### config.mk
export PLATFORM = sky130hd
export DESIGN_NAME = piso_serializer_ctrl
export DESIGN_NICKNAME = d
export VERILOG_FILES = /design/src/rtl/piso_ctrl_pkg.sv /design/src/rtl/piso_shift_core.sv /design/src/rtl/piso_serializer_ctrl.sv
export SDC_FILE = /design/constraint.sdc
export NUM_CORES = 1
export LEC_CHECK = 0
export ABC_AREA = 1
export CAP_MARGIN = 40
export CORE_AREA = 4 4 47 49
export CTS_BUF_LIST = sky130_fd_sc_hd__clkbuf_8 sky130_fd_sc_hd__clkbuf_16
export DETAILED_ROUTE_END_ITERATION = 8
export DIE_AREA = 0 0 51 53
export HOLD_SLACK_MARGIN = 0.02
export SLEW_MARGIN = 20
export SYNTH_ARGS = -nofsm -noshare
export SYNTH_HDL_FRONTEND = slang
export SYNTH_SLANG_ARGS = --single-unit
### constraint.sdc
create_clock -name clk -period 1.2 [get_ports clk]
set_input_delay 0.12 -clock clk [delete_from_list [all_inputs] [get_ports clk]]
set_output_delay 0.12 -clock clk [all_outputs]
set_load 0.01 [all_outputs]
### src/rtl/piso_ctrl_pkg.sv
// Shared types and helpers for the PISO serializer controller.
package piso_ctrl_pkg;

  typedef enum logic [1:0] {
    IDLE  = 2'd0,
    SHIFT = 2'd1,
    GAP   = 2'd2
  } state_e;

  // Counter width for values 0..n-1, never narrower than one bit.
  function automatic int cnt_width(input int n);
    return (n <= 1) ? 1 : $clog2(n);
  endfunction

endpackage

### src/rtl/piso_shift_core.sv
// WIDTH-bit shift register and serial output flop, MSB first.
module piso_shift_core #(
  parameter int WIDTH = 4
) (
  input  logic             clk,
  input  logic             rst,
  input  logic             i_load,
  input  logic             i_shift,
  input  logic             i_clear,
  input  logic [WIDTH-1:0] i_data,
  output logic             o_serial
);

  logic [WIDTH-1:0] r_shift;
  logic             r_serial;

  // Clear wins over load, so an abort never lets a new word slip in.
  always_ff @(posedge clk or posedge rst) begin
    if (rst) begin
      r_shift  <= '0;
      r_serial <= 1'b0;
    end else if (i_clear) begin
      r_shift  <= '0;
      r_serial <= 1'b0;
    end else if (i_load) begin
      r_shift  <= {i_data[WIDTH-2:0], 1'b0};
      r_serial <= i_data[WIDTH-1];
    end else if (i_shift) begin
      r_shift  <= {r_shift[WIDTH-2:0], 1'b0};
      r_serial <= r_shift[WIDTH-1];
    end
  end

  assign o_serial = r_serial;

endmodule

### src/rtl/piso_serializer_ctrl.sv
// Handshaked load/shift sequencer for a PISO register with framing strobes,
// abort, and a programmable idle gap after each frame.
module piso_serializer_ctrl
  import piso_ctrl_pkg::*;
#(
  parameter int WIDTH      = 4,
  parameter int GAP_CYCLES = 1
) (
  input  logic             clk,
  input  logic             rst,
  input  logic             in_valid,
  input  logic [WIDTH-1:0] in_data,
  output logic             in_ready,
  input  logic             abort,
  output logic             serial_out,
  output logic             serial_valid,
  output logic             frame_start,
  output logic             frame_last,
  output logic             busy,
  output logic             done
);

  localparam int BW = cnt_width(WIDTH);
  localparam int GW = cnt_width(GAP_CYCLES + 1);
  localparam logic [BW-1:0] BIT_LAST = BW'(WIDTH - 1);
  localparam logic [GW-1:0] GAP_LAST = GW'((GAP_CYCLES > 0) ? GAP_CYCLES - 1 : 0);
  localparam state_e END_STATE = (GAP_CYCLES > 0) ? GAP : IDLE;

  state_e          r_state, w_state_next;
  logic [BW-1:0]   r_bit_cnt, w_bit_cnt_next;
  logic [GW-1:0]   r_gap_cnt, w_gap_cnt_next;
  logic            r_serial_valid, w_serial_valid_next;
  logic            r_frame_start, w_frame_start_next;
  logic            r_frame_last, w_frame_last_next;
  logic            r_done, w_done_next;
  logic            r_busy;
  logic            w_handshake;
  logic            w_load, w_shift, w_clear;

  assign in_ready    = (r_state == IDLE) && !abort && !rst;
  assign w_handshake = in_valid && in_ready;

  always_comb begin
    w_state_next        = r_state;
    w_bit_cnt_next      = r_bit_cnt;
    w_gap_cnt_next      = r_gap_cnt;
    w_serial_valid_next = 1'b0;
    w_frame_start_next  = 1'b0;
    w_frame_last_next   = 1'b0;
    w_done_next         = 1'b0;
    w_load              = 1'b0;
    w_shift             = 1'b0;
    w_clear             = 1'b0;

    if (abort) begin
      w_state_next   = IDLE;
      w_bit_cnt_next = '0;
      w_gap_cnt_next = '0;
      w_clear        = 1'b1;
    end else begin
      case (r_state)
        IDLE: begin
          if (w_handshake) begin
            w_load              = 1'b1;
            w_serial_valid_next = 1'b1;
            w_frame_start_next  = 1'b1;
            w_bit_cnt_next      = '0;
            w_state_next        = SHIFT;
          end
        end
        SHIFT: begin
          if (r_bit_cnt == BIT_LAST) begin
            // Clearing here drops serial_out to 0 alongside serial_valid.
            w_clear        = 1'b1;
            w_done_next    = 1'b1;
            w_bit_cnt_next = '0;
            w_gap_cnt_next = '0;
            w_state_next   = END_STATE;
          end else begin
            w_shift             = 1'b1;
            w_serial_valid_next = 1'b1;
            w_bit_cnt_next      = r_bit_cnt + 1'b1;
            w_frame_last_next   = ((r_bit_cnt + 1'b1) == BIT_LAST);
          end
        end
        GAP: begin
          if (r_gap_cnt == GAP_LAST) begin
            w_gap_cnt_next = '0;
            w_state_next   = IDLE;
          end else begin
            w_gap_cnt_next = r_gap_cnt + 1'b1;
          end
        end
        default: begin
          w_state_next = IDLE;
          w_clear      = 1'b1;
        end
      endcase
    end
  end

  always_ff @(posedge clk or posedge rst) begin
    if (rst) begin
      r_state        <= IDLE;
      r_bit_cnt      <= '0;
      r_gap_cnt      <= '0;
      r_serial_valid <= 1'b0;
      r_frame_start  <= 1'b0;
      r_frame_last   <= 1'b0;
      r_done         <= 1'b0;
      r_busy         <= 1'b0;
    end else begin
      r_state        <= w_state_next;
      r_bit_cnt      <= w_bit_cnt_next;
      r_gap_cnt      <= w_gap_cnt_next;
      r_serial_valid <= w_serial_valid_next;
      r_frame_start  <= w_frame_start_next;
      r_frame_last   <= w_frame_last_next;
      r_done         <= w_done_next;
      r_busy         <= (w_state_next != IDLE);
    end
  end

  piso_shift_core #(
    .WIDTH (WIDTH)
  ) u_core (
    .clk      (clk),
    .rst      (rst),
    .i_load   (w_load),
    .i_shift  (w_shift),
    .i_clear  (w_clear),
    .i_data   (in_data),
    .o_serial (serial_out)
  );

  assign serial_valid = r_serial_valid;
  assign frame_start  = r_frame_start;
  assign frame_last   = r_frame_last;
  assign done         = r_done;
  assign busy         = r_busy;

endmodule

# --- After elaboration in Yosys (flattened, before gate mapping) ---
# Index checks and enable logic that the tools add are counted.
# W data, S select, Z words.
word_totals:
  ff_bits: 15
  inputBits: 8
  out_inout_bits: 7
  elab_cells: 66
classes:
  add_sub_neg: 2
  eq_ne: 6
  n_mux: 35
  n_reduce_logical: 13
ops:
  columns: ["cell", "count"]
  rows:
  - ["$mux W1", 20]
  - ["$mux W2", 7]
  - ["$mux W4", 3]
  - ["$reduce_bool A3 Y1", 3]
  - ["$eq A2 B2 Y1 const B", 3]
  - ["$ne A3 B3 Y1 const B", 2]
  - ["$pmux W1 S2", 3]
  - ["$pmux W2 S3", 1]
  - ["$pmux W2 S2", 1]
  - ["$reduce_and A2 Y1", 2]
  - ["$logic_and A1 B1 Y1", 3]
  - ["$add A2 B1 Y2 const B", 1]
  - ["$eq A2 B1 Y1 const B", 1]
  - ["$logic_not A1 Y1", 2]
  - ["$logic_not A2 Y1", 1]
  - ["$reduce_bool A2 Y1", 1]
  - ["$reduce_or A2 Y1", 1]
  - ["$add A1 B1 Y1 const B", 1]

# --- Depth between registers and ports, before layout ---
# Gate-level depths: netlist of run 1.
depth:
  word_depth: 9
  ltp_mapped: 6
  ltp_nobuf: 6

# --- Modules after synthesis ---
# Synthesis of run 1 repeated with hierarchy kept, for this count alone.
hier_totals:
  cells_unflattened: 71
  hier_area_um2: 600.6
modules_own_cells:
  columns: ["mod", "n_inst", "cells_per_inst", "area_per_inst_um2", "seq_area_each_um2"]
  rows:
  - ["piso_serializer_ctrl", 1, 41, 381.6, 225.2]
  - ["piso_shift_core", 1, 30, 219.0, 100.1]

# --- Least setup slack after synthesis of run 1 ---
# Ideal clock, no wire load.
synth_timing:
  kind: "register to register"
  start: "register r_state[0]"
  end: "register r_bit_cnt[0]"
  setup_ps: 117
  arrival_ps: 967
  required_ps: 1083
  path_slack_ps: 116
  stages_incl_launch_ff: 7
  path_buffers: 0
  synth_period_minus_slack_ps: 1084
  path_cell_list: "dfrtp_1 > nor2_4 > nand3_4 > nand2_1 > nand2_1 > nand2_1 > nand2_1"
synth_via:
  elab_chain_len: 6
  word_cells_on_any_way: 10
  classes_between: "eq/ne: 2; mux: 2; reduce/logical: 6"
synth_rtl:
  columns: ["element", "line_no", "source"]
  rows:
  - ["start, declared", "piso_serializer_ctrl.sv:29", "state_e r_state, w_state_next;"]
  - ["start signal, assigned", "piso_serializer_ctrl.sv:113", "r_state <= w_state_next;"]
  - ["$logic_not A2 Y1", "piso_serializer_ctrl.sv:40, piso_serializer_ctrl.sv:61", null]
  - ["$logic_and A1 B1 Y1 (2 in series)", "piso_serializer_ctrl.sv:40", "assign in_ready = (r_state == IDLE) && !abort && !rst;"]
  - ["$logic_and A1 B1 Y1", "piso_serializer_ctrl.sv:41", "assign w_handshake = in_valid && in_ready;"]
  - ["$ne A3 B3 Y1 (no line)", null, null]
  - ["$reduce_and A2 Y1 (no line)", null, null]
  - ["end signal, assigned", "piso_serializer_ctrl.sv:114", "r_bit_cnt <= w_bit_cnt_next;"]
  - ["end, declared", "piso_serializer_ctrl.sv:30", "logic [BW-1:0] r_bit_cnt, w_bit_cnt_next;"]
# Several ways; a longest one is shown, not always the timed one.
# A chain may end at the register's enable or synchronous reset.

# --- Final worst setup path of run 1 ---
layout_timing:
  start: "register r_state[1]"
  end: "register u_core.r_shift[1]"
layout_via:
  elab_chain_len: 9
  word_cells_on_any_way: 17
  classes_between: "eq/ne: 2; mux: 9; reduce/logical: 6"
layout_rtl:
  columns: ["element", "line_no", "source"]
  rows:
  - ["$logic_not A2 Y1 (*)", "piso_serializer_ctrl.sv:40, piso_serializer_ctrl.sv:61", null]
  - ["$logic_and A1 B1 Y1 (2 in series)", "piso_serializer_ctrl.sv:40", null]
  - ["$logic_and A1 B1 Y1", "piso_serializer_ctrl.sv:41", null]
  - ["$mux W1", "piso_serializer_ctrl.sv:63", "if (w_handshake) begin"]
  - ["$mux W1 (*)", "piso_serializer_ctrl.sv:61", "case (r_state)"]
  - ["$mux W1 (*)", "piso_serializer_ctrl.sv:55", "if (abort) begin"]
  - ["net u_core.i_load", "piso_shift_core.sv:7", "input logic i_load,"]
  - ["$mux W4", "piso_shift_core.sv:25", "end else if (i_load) begin"]
  - ["$mux W4", "piso_shift_core.sv:22", "end else if (i_clear) begin"]
  - ["end signal, assigned", "piso_shift_core.sv:26", "r_shift <= {i_data[WIDTH-2:0], 1'b0};"]
  - ["end signal, assigned", "piso_shift_core.sv:29", "r_shift <= {r_shift[WIDTH-2:0], 1'b0};"]
  - ["end, declared", "piso_shift_core.sv:14", "logic [WIDTH-1:0] r_shift;"]
# The timed path passes the listed nets; every way through them passes the cells marked *.

==> run metrics, run 1 <==
Final period util=101%; die area=2700 um^2; CTS tree=built; syn_area_per_cell=9.12 um^2; final setup margin=-0.00723 ns; Leakage=0.536 nW; pin count of the biggest net entering global routing=8; synth warn=0; WL final=1310 um; number of CTS-inserted buffers=3; nature of the critical path startpoint=flip-flop; crit path kind=reg2reg; Skew-Pair Late Insertion Delay=0.24 ns; M3 GR Usage=1.69%; crit path max fanout=7; core area=1860 um^2; unrepaired setup endpoints after global routing=true; Max clock buf depth=2; CP max stage delay=0.38 ns; cell area after synthesis=593 um^2; failing checks=negative setup slack; CP delay by family, top=simple AND/OR/NAND/NOR gates; Cell variety after synth=14; clk slew on worst S/H paths=0.05 ns; row count=16; root buffer cell=clkbuf_8; fin util=51.5%; # hold bufs at CTS=0; endpoint type of the worst setup path=flip-flop; Initial Util=31.9%; wire per inst=10.3 um; I/O pin count=15; Die X=51 um; Seq/Total Area, Yosys=54.9%; slew at the pin closest to its max-slew limit=0.218 ns; H-Tree Depth=1; Synth Net Count=75; PortBufs=14; skew final=0.000249 ns; vias in the first global route=505; initial antenna violation count=0; Via density=4.34; Top cell by count, worst path=nand2_1; critical-path cell list=buf_6, nor2_4, nand3_4, buf_4, inv_1, nand2_1, nand2_1; Routed Antenna Nets=0; crit path max-delay cell type=dfrtp_1; routability cong.=0.788; synthesis-to-layout area growth=61.6%; multi-input logic area=259 um^2; dpl ws=-0.286 ns; class of the worst hold path=in2async; FF+latch count, synth=13; gr ovfl total=0; detailed placement HPWL=952 um; vias=556; number of fill cells=173; GR Util All Layers=10.3%; share of layout cells above drive strength 1=30.7%; met2 Track Usage GR=17.8%; Sequential Area=325 um^2; pwr dens=1060 nW/um^2; GR Util met1=11.8%; nets=112; DR iter-0 viols=7; minimum clock period=1.21 ns; Max-Cap Viols=0; drt pass-1 iters=4; Fmax=0.828 GHz; GRT busiest layer=met2; slew margin rel.=85.3%; Sink Count=13; DRC violations left=0; Syn Inst Count=65; status=finished, violations left; Pins Over Slew Limit=0; n_diodes=0; critical path buffer and inverter count=3; WP data arrival=1.39 ns; Die Height=53 um; final hold vios=0; Final setup viols=2; Max VDD drop=0.000719 V; Required @ worst endpoint=1.38 ns; first-pass GRT wire length=2070 um
## synth_stat cells, drive strengths merged
cell type | number | area (um^2)
nor4 | 1 | 6.26
nand2 | 28 | 113
nor2 | 6 | 37.5
inv | 7 | 26.3
or2 | 2 | 12.5
ha | 2 | 25.0
nand3 | 2 | 22.5
dfrtp | 13 | 325
nand4 | 4 | 25.0
## layout make-up
class	instances	area share, %
Clock buffer	3	4.31
Clock inverter	1	0.392
Tap cell	27	3.52
Multi-Input combinational cell	45	27.0
Timing Repair Buffer	32	27.8
Sequential cell	13	33.9
Inverter	7	3.00
## sequential cells by signal, indices dropped and copies added, names as in the netlist
name and count:
serial_valid 1, u_core.o_serial 1, r_bit_cnt 2, u_core.r_shift 3, r_state 2, busy 1
frame_start 1, done 1, frame_last 1
## worst paths after layout
check                           startpoint                end  slack, ns  cells after the start
max                             r_state[1]  u_core.r_shift[1]     -0.007                      7
min                                    rst               done       0.33                      4
max reg2reg                     r_state[1]  u_core.r_shift[1]     -0.007                      7
min reg2reg                u_core.o_serial    u_core.o_serial       0.48                      2
max in group asynchronous              rst    u_core.o_serial       0.75                      4
min in group clk                in_data[0]  u_core.r_shift[1]       0.42                      3
## metrics by stage
step           cells  TNS (ns)  power, mW  instance area (um^2)  hold WS [ns]
6_report         128  -0.00834       1.02                   958         0.329
2_1_floorplan     65         0      0.541                   593      -0.00304
3_5_place_dp     120     -1.95      0.639                   872         0.469
4_1_cts          125         0       1.02                   921         0.330
5_1_grt          128    -0.639       1.07                   958         0.367
3_3_place_gp     120     -1.83      0.637                   872         0.463
## cell families (layout without fill, tap and decap cells)
group | after synthesis | in the layout | synth area share (%)
and+or+nand+nor | 43 | 43 | 36.5
buffers and inverters | 7 | 43 | 4.43
DFF | 13 | 13 | 54.9
adders and majority gates | 2 | 2 | 4.22
## cells in the final DEF, fill, tap and decap left out
master	synthesis	routed
nand2_1	27	24
buf_4	0	17
dfrtp_1	13	13
inv_1	6	7
clkdlybuf4s50_1	0	7
dlygate4sd2_1	0	6
nor2_1	4	4
nand4_1	4	4
clkbuf_8	0	3
nor2_4	2	2
nand2_4	1	2
nand2_2	0	2
ha_1	2	2
nand3_4	1	1
or2_0	1	1
nand3_2	0	1
inv_4	0	1
or2_1	1	1
nor4_1	1	1
buf_2	0	1
buf_6	0	1
## worst min-delay path: stages
cell and delay [ns]:
clkdlybuf4s50_1 0.41, buf_4 0.15, inv_1 0.07, buf_4 0.15
## repair_timing
item                                    in CTS  in global routing
setup buffers                                1                  3
endpoints found under the setup margin      13                  9
pin swaps                                    6                  4
resized for setup                           14                  4
## power by group
part | total (mW) | internal (mW) | switching [mW]
clock | 0.375 | 0.226 | 0.149
sequential | 0.466 | 0.457 | 0.00877
combinational | 0.176 | 0.0905 | 0.0855
total | 1.02 | 0.774 | 0.244
## routing by layer
layer / part of all wire [%] / wire length, um
met3: 2.0 / 26
met1: 44 / 573
met4: 1.3 / 17
met5: 0 / 0
met2: 53 / 696
Power figures use the tool's default switching activity.
==> run 2, diff against run 1 <==
==> constraint.sdc (replaced) <==
create_clock -name clk -period 1 [get_ports clk]
set_input_delay 0.1 -clock clk [delete_from_list [all_inputs] [get_ports clk]]
set_output_delay 0.1 -clock clk [all_outputs]
set_load 0.01 [all_outputs]
==> run 2 against run 1 <==
Compared with the run above:
- the run still ends with negative setup slack left
- cell area decreased by 0.78%
- final cell count shrank 2.3%
- combinational power rose by 18%
- sequential power is 20% higher
- worst hold slack got worse by 0.017 ns
- power increased by 20%
- clock power grew 20%
- register-to-register slack worse by 0.18 ns
- largest cell class unchanged
- largest power group unchanged
==> run metrics, run 2 (synthesized netlist as in run 1, its figures left out) <==
pwr dens=1280 nW/um^2; slew margin rel.=85.6%; Largest Register=u_core.r_shift; most frequent cells in the layout=nand2_1 (21), buf_4 (13), dfrtp_1 (12), clkdlybuf4s50_1 (7), inv_1 (6); placed cell areas=873 um^2; H-Tree Depth=1; endpoint type of the worst setup path=flip-flop; Max-Cap Viols=0; status=finished, violations left; flop2flop setup slack=-0.18 ns; DRC violations left=0; minimum clock period=1.18 ns; Via density=4.27; Die Height=53 um; clk slew on worst S/H paths=0.05 ns; vias in the first global route=501; first-pass GRT wire length=2010 um; final setup margin=-0.185 ns; die area=2700 um^2; Skew-Pair Late Insertion Delay=0.24 ns; GR Util All Layers=10.5%; crit path max fanout=4; fin area=951 um^2; Leakage=0.514 nW; Routed Antenna Nets=0; CP delay by family, top=flip-flops; initial antenna violation count=0; pin count of the biggest net entering global routing=14; CP max stage delay=0.41 ns; gr ovfl total=0; max FFs per register=3; I/O pin count=15; crit path max-delay cell type=dfrtp_2; Final period util=118%; Max clock buf depth=2; biggest regs=u_core.r_shift x3, r_bit_cnt x2, r_state x2; slew at the pin closest to its max-slew limit=0.214 ns; DR iter-0 viols=2; number of fill cells=181; final hold vios=0; core area=1860 um^2; root buffer cell=clkbuf_8; nature of the critical path startpoint=flip-flop; hold slack=0.312 ns; drt pass-1 iters=2; WL final=1220 um; CTS tree=built; skew final=0.00241 ns; row count=16; Max VDD drop=0.000543 V; failing checks=negative setup slack; Required @ worst endpoint=1.13 ns; detailed placement HPWL=908 um; number of CTS-inserted buffers=3; Sink Count=13; commonest non-fill, non-tap cell in the layout=nand2_1; unrepaired setup endpoints after global routing=true; vias=534; nets=109; class of the worst hold path=in2async; critical-path cell list=buf_6, buf_4, nand2_1, nor2_2, or2_1; Die X=51 um; Initial Util=31.9%; share of layout cells above drive strength 1=34.7%; synthesis-to-layout area growth=60.3%; wire per inst=9.78 um; fin util=51.1%; critical path buffer and inverter count=2; n_diodes=0; Fmax=0.844 GHz; crit path kind=reg2reg; Pins Over Slew Limit=0; routability cong.=0.737; WP data arrival=1.31 ns; Final setup viols=12; PortBufs=14
==> run 2: changes by cell type in the layout (fill, tap and decap cells not counted), sizes merged <==
cell           change
buf                -3
clkdlybuf4s15      +2
dlygate4sd2        -2
==> run 2: what timing repair did <==
| action | CTS | global route |
|---|---|---|
| setup endpoints to repair | 19 | 15 |
| hold buffers | 0 | 0 |
| gates resized for setup | 14 | 8 |
| buffers inserted | 0 | 2 |
| pin swaps | 1 | 2 |
==> run 2: area by class of cell <==
class                   count  area (um^2)  area share (%)
multi-input cells          45          269            28.3
inverters                   7         26.3            2.76
well taps                  27         33.8            3.55
repair buffers             29          250            26.3
clock buffers               3         41.3            4.34
clock inverters             1         3.75           0.395
flip-flops and latches     13          327            34.3
==> run 2: worst paths after layout <==
check | startpoint | to | cells past startpoint
max | r_state[0] | busy | 5
min | rst | u_core.r_shift[2] | 4
max reg2reg | r_state[0] | busy | 5
min reg2reg | u_core.o_serial | u_core.o_serial | 2
max in group asynchronous | rst | r_state[0] | 4
min in group clk | in_data[0] | u_core.r_shift[1] | 3
==> run 2: routing by layer <==
| layer | part of all wire (%) | vias up | global-route usage (%) |
|---|---|---|---|
| met5 | 0 | - | 0 |
| met4 | 2.9 | 0 | 8.07 |
| met3 | 3.5 | 4 | 2.54 |
| met2 | 51 | 12 | 18.9 |
| met1 | 42 | 247 | 10.4 |
| li1 | - | 271 | - |
==> run 2: report_power, final <==
part	switching [mW]	leakage [nW]	total [mW]	internal, mW
logic	0.0996	0.311	0.208	0.108
registers	0.0119	0.176	0.561	0.550
clock network	0.180	0.0269	0.451	0.271
total	0.292	0.514	1.22	0.928
==> run 2: worst min-delay path: stages <==
cell,delay (ns)
clkdlybuf4s50_1,0.42
buf_4,0.15
inv_1,0.04
buf_4,0.20
==> run 2: per-stage QoR <==
step	setup TNS, ns	setup WS [ns]	power, mW	std cells
finish	-1.59	-0.185	1.22	125
global route	-2.44	-0.251	1.28	125
CTS	-1.60	-0.188	1.22	123
detailed placement	-4.10	-0.441	0.769	119
global placement	-4.10	-0.416	0.766	119
floorplan	-0.207	-0.0458	0.653	65
==> edit 1, RTL diff (flow settings as in run 2) <==
`WIDTH` is set to 4 in 2 places; all go to 3.
--- a/src/rtl/piso_shift_core.sv
+++ b/src/rtl/piso_shift_core.sv
@@ -2,3 +2,3 @@
 module piso_shift_core #(
-  parameter int WIDTH = 4
+  parameter int WIDTH = 3
 ) (
--- a/src/rtl/piso_serializer_ctrl.sv
+++ b/src/rtl/piso_serializer_ctrl.sv
@@ -5,3 +5,3 @@
 #(
-  parameter int WIDTH      = 4,
+  parameter int WIDTH      = 3,
   parameter int GAP_CYCLES = 1
Interface: changed (resized in_data); port bits go from 15 to 14. No check against the original RTL was run, so the function may have changed too.
==> edit 1 against run 2 <==
The flow still finishes with violations (negative setup slack); routed wire length decreased by 1.4%; worst hold slack improved by 0.027 ns; power increased by 4.0%; worst setup slack improved by 0.036 ns; critical endpoint is now in_ready; via count decreased by 6.2%; design area decreased by 1.1%; maximum frequency increased by 3.2%; sequential cell count decreased by 1; largest power group is now clock; sequential share of layout area decreased by 2.3 points; largest cell class unchanged; area after synthesis decreased by 12%.
==> edit 1: results (changes against run 2) <==
Power and ir drop
  – Clock group: 0.000524 W (+16%)
  – Internal: 0.0009738 W (+4.9%)
  – Pwr/cell area: 1349 nW/µm² (+5.1%)

Synth
  – Net Count, Synth: 65 (-13%)
  – Post-synth top cells: nand2_1 (21), dfrtp_1 (12), inv_1 (9), nand4_1 (4)

Cells and area
  – Final net count: 102 (-6.4%)
  – Non-clk bufs: 32 (+10%)
  – Seq area share: 32.05% (-2.3 points)
  – Filler cells: 187 (+3.3%)
  – Multi-input gate area: 234.0 µm² (-13%)
  – ClkCell Share: 5.851% (+1.1 points)
  – #MultiIn Comb: 37 (-18%)

STA
  – Max Clock Skew: 0.008564 ns (+0.006157 ns)
  – Final-report setup violation count: 10 (-2)
  – Hold WS: 0.3387 ns (+0.02677 ns)
  – Worst setup margin: -0.1485 ns (+0.03642 ns)
  – TNS Setup: -1.133 ns (+0.4603 ns)

Setup path
  – Reg2Reg Setup Slack: -0.15 ns (+0.04 ns)

Status
  – Status: finished with violations
  – Violated checks: negative setup slack

Placed design
  – Cell total after placement: 115 (-3.4%)

GRT
  – M1 GR Usage: 10.38% (-0.054 points)

Drt
  – Initial DRT Pass Iterations: 4 (+2)
  – Vias per Instance: 4.140 (-3.1%)
  – Met1 WL: 451 µm (-12%)
## edit 1: changes by cell type after synthesis, moves of 2 or more
cell	change
nand2_2	+2
nor3_1	+2
nor2_1	-2
nand2_1	-6
ha_1	-2
inv_1	+3
## edit 1: repair_timing
item                       CTS  global route
setup endpoints to repair   16            14
gates resized for setup     23            10
cloned                       0             0
hold endpoints to repair     0             0
buffers inserted             1             2
pin swaps                    9             2
## edit 1: path summary, 6_finish.rpt
kind / end
worst max register to register: u_core.r_shift[2]$_DFFE_PP0P_
worst min-delay path: done$_DFF_PP0_
max in group asynchronous: r_state[0]$_DFF_PP0_
worst max-delay path: in_ready
worst min register to register: u_core.o_serial$_DFFE_PP0P_
min in group clk: u_core.r_shift[1]$_DFFE_PP0P_
## edit 1: cell families (layout without fill, tap and decap cells)
| kind of cell | after synthesis | in the layout | synth area share (%) |
|---|---|---|---|
| AND/OR/NAND/NOR | 37 | 37 | 36.28 |
| flip-flops | 12 | 12 | 57.28 |
| buffers and inverters | 9 | 45 | 6.443 |
==> edit 2, RTL diff (settings of run 2) <==
Without the edit above. Encoding of `state_e`: now one-hot (3 bits for 3 states).
--- a/src/rtl/piso_ctrl_pkg.sv
+++ b/src/rtl/piso_ctrl_pkg.sv
@@ -3,6 +3,6 @@
 
-  typedef enum logic [1:0] {
-    IDLE  = 2'd0,
-    SHIFT = 2'd1,
-    GAP   = 2'd2
+  typedef enum logic [2:0] {
+    IDLE  = 3'b001,
+    SHIFT = 3'b010,
+    GAP   = 3'b100
   } state_e;
Check against the original RTL: same outputs for any inputs over 10 cycles, from zero or initial values and one cycle with rst high; not proved beyond that.
==> edit 2 against run 2 <==
The flow still finishes with violations (negative setup slack); routed wire length increased by 19%; utilization up 8.1 points; area after synthesis rose by 13%; non-clock buffer count up 5; design area rose by 16%; critical path depth rose by 3; sequential cell count increased by 1; global-route usage is 1.9 points higher; sequential power grew 4.6%; power is 6.5% higher; worst setup slack got worse by 0.16 ns; critical path type unchanged; largest power group unchanged; highest routed layer unchanged.
==> edit 2: results (changes against run 2) <==
Cells and area
  – Seq area share: 31.93% (-2.4 points)
  – Antenna Cells: 0 (unchanged)
  – #MultiIn Comb: 51 (+13%)
  – ClkCell Share: 5.000% (+0.26 points)
  – Clock Buffer Count: 4 (+1)
  – Final Non-Filler Cells: 143 (+14%)
  – Biggest regs: r_state (3), u_core.r_shift (3), r_bit_cnt (2)
  – Filler cells: 164 (-9.4%)
  – Layout non-clock buf frac: 28.18% (+1.9 points)
  – Inverters, non-clock: 13 (+6)
  – Share of post-route cells with drive strength above 1: 37.07% (+2.4 points)
  – Final net count: 127 (+17%)
  – Multi-input combinational area share: 26.82% (-1.5 points)

GRT
  – GR Util met3: 2.817% (+0.28 points)
  – Tot GR Track Use: 12.41% (+1.9 points)
  – First-pass GRT wire length: 2428 µm (+21%)
  – Met2 GRT Util: 21.24% (+2.4 points)
  – Vias in the first global route: 569 (+14%)
  – M1 GR Usage: 14.81% (+4.4 points)

Synth
  – Post-synthesis instance total: 78 (+20%)
  – Area contributors post-synth: dfrtp_1 (49%), nand2_1 (15%), nand4_1 (6.5%)
  – Count of cell types in the netlist: 16 (+2)
  – Net Count, Synth: 88 (+17%)
  – Post-synth top cells: nand2_1 (26), dfrtp_1 (13), inv_1 (8), nand4_1 (7), nor2_1 (5)
  – Sequential area share after synthesis: 52.52% (-2.3 points)
  – #FFs+latches synth: 14 (+1)

CTS
  – Setup Buffers After CTS: 1 (+1)
  – Clock transition at path regs: 0.06 ns
  – Post-CTS Resized: 15 (+1)
  – Worst-Skew Late Latency: 0.24 ns (about the same)

Power and ir drop
  – Peak VDD IR: 0.0007651 V (+41%)
  – Internal: 0.001015 W (+9.3%)
  – Net Switching: 0.0002844 W (-2.6%)
  – Total sequential power: 0.000587 W (+4.6%)
  – Leakage power: 0.6026 nW (+17%)
  – Combinational Power Share: 13.1% (-3.9 points)

Status
  – Status: finished with violations
  – Violated checks: negative setup slack

Setup path
  – Worst R2R Path Depth: 8 (+3)
  – Crit Path Max Fanout: 7 (+3)
  – CP arrival: 1.47 ns (+0.16 ns)
  – Critical register-to-register path startpoint: r_state[0]$_DFF_PP1_
  – Reg2Reg Capture Point: u_core.r_shift[3]$_DFFE_PP0P_

Drt
  – WL per Instance: 10.14 µm (+3.7%)
  – Initial DRT Pass Iterations: 4 (+2)
  – Vias per Instance: 4.385 (+2.6%)
  – Initial drt markers: 6 (+4)

Placed design
  – Detail Placement HPWL: 1132 µm (+25%)
  – DP Worst Slack: -0.4437 ns (-0.002467 ns)
  – RD Place Congestion: 0.8522 (+16%)

STA
  – Worst setup margin: -0.3446 ns (-0.1596 ns)
  – Final-report setup violation count: 15 (+3)
  – Worst-Margin Slew: 0.1744 ns (-0.03955 ns)
-- edit 2: cells by family after synthesis --
| family | count (synthesis) | synth area share, % |
|---|---|---|
| flip-flops | 14 | 52.52 |
| AND/OR/NAND/NOR | 49 | 36.26 |
| buffers and inverters | 13 | 7.475 |
| adder cells (fa/ha/maj) | 2 | 3.738 |
-- edit 2: critical path: stages (launching register included) --
cell and delay [ns]:
dfstp_2 0.54, buf_6 0.10, inv_4 0.03, nor2_4 0.09, nand4_4 0.15, nand2_4 0.15
inv_4 0.05, nand4_1 0.07, nand2_1 0.05
-- edit 2: per-layer routing --
layer	up-vias	part of all wire [%]
li1	323	-
met1	293	46
met2	9	50
met3	2	3.2
met4	0	0.62
met5	-	0
-- edit 2: stage by stage --
step	setup TNS [ns]	area, µm²	hold slack [ns]	utilization, %
final	-3.492	1101	0.3016	59.14
after global routing	-4.730	1101	0.3398	59.14
after CTS	-3.660	1087	0.3050	58.40
after detailed placement	-4.575	1023	0.5192	54.97
after global placement	-4.379	1023	0.5164	54.97
after floorplan	-1.137	681.9	-0.01150	-
-- edit 2: how the worst max path moves through the flow --
| stage | slack [ns] | to | cells past startpoint | from |
|---|---|---|---|---|
| final | -0.34 | u_core.r_shift[3]$_DFFE_PP0P_ | 8 | r_state[0]$_DFF_PP1_ |
| after global routing | -0.45 | u_core.r_shift[3]$_DFFE_PP0P_ | 8 | r_state[0]$_DFF_PP1_ |
| after CTS | -0.34 | u_core.r_shift[3]$_DFFE_PP0P_ | 8 | r_state[0]$_DFF_PP1_ |
| after detailed placement | -0.44 | in_ready | 3 | rst |
| after global placement | -0.43 | in_ready | 3 | rst |
| after floorplan | -0.17 | u_core.o_serial$_DFFE_PP0P_ | 7 | r_state[0]$_DFF_PP1_ |
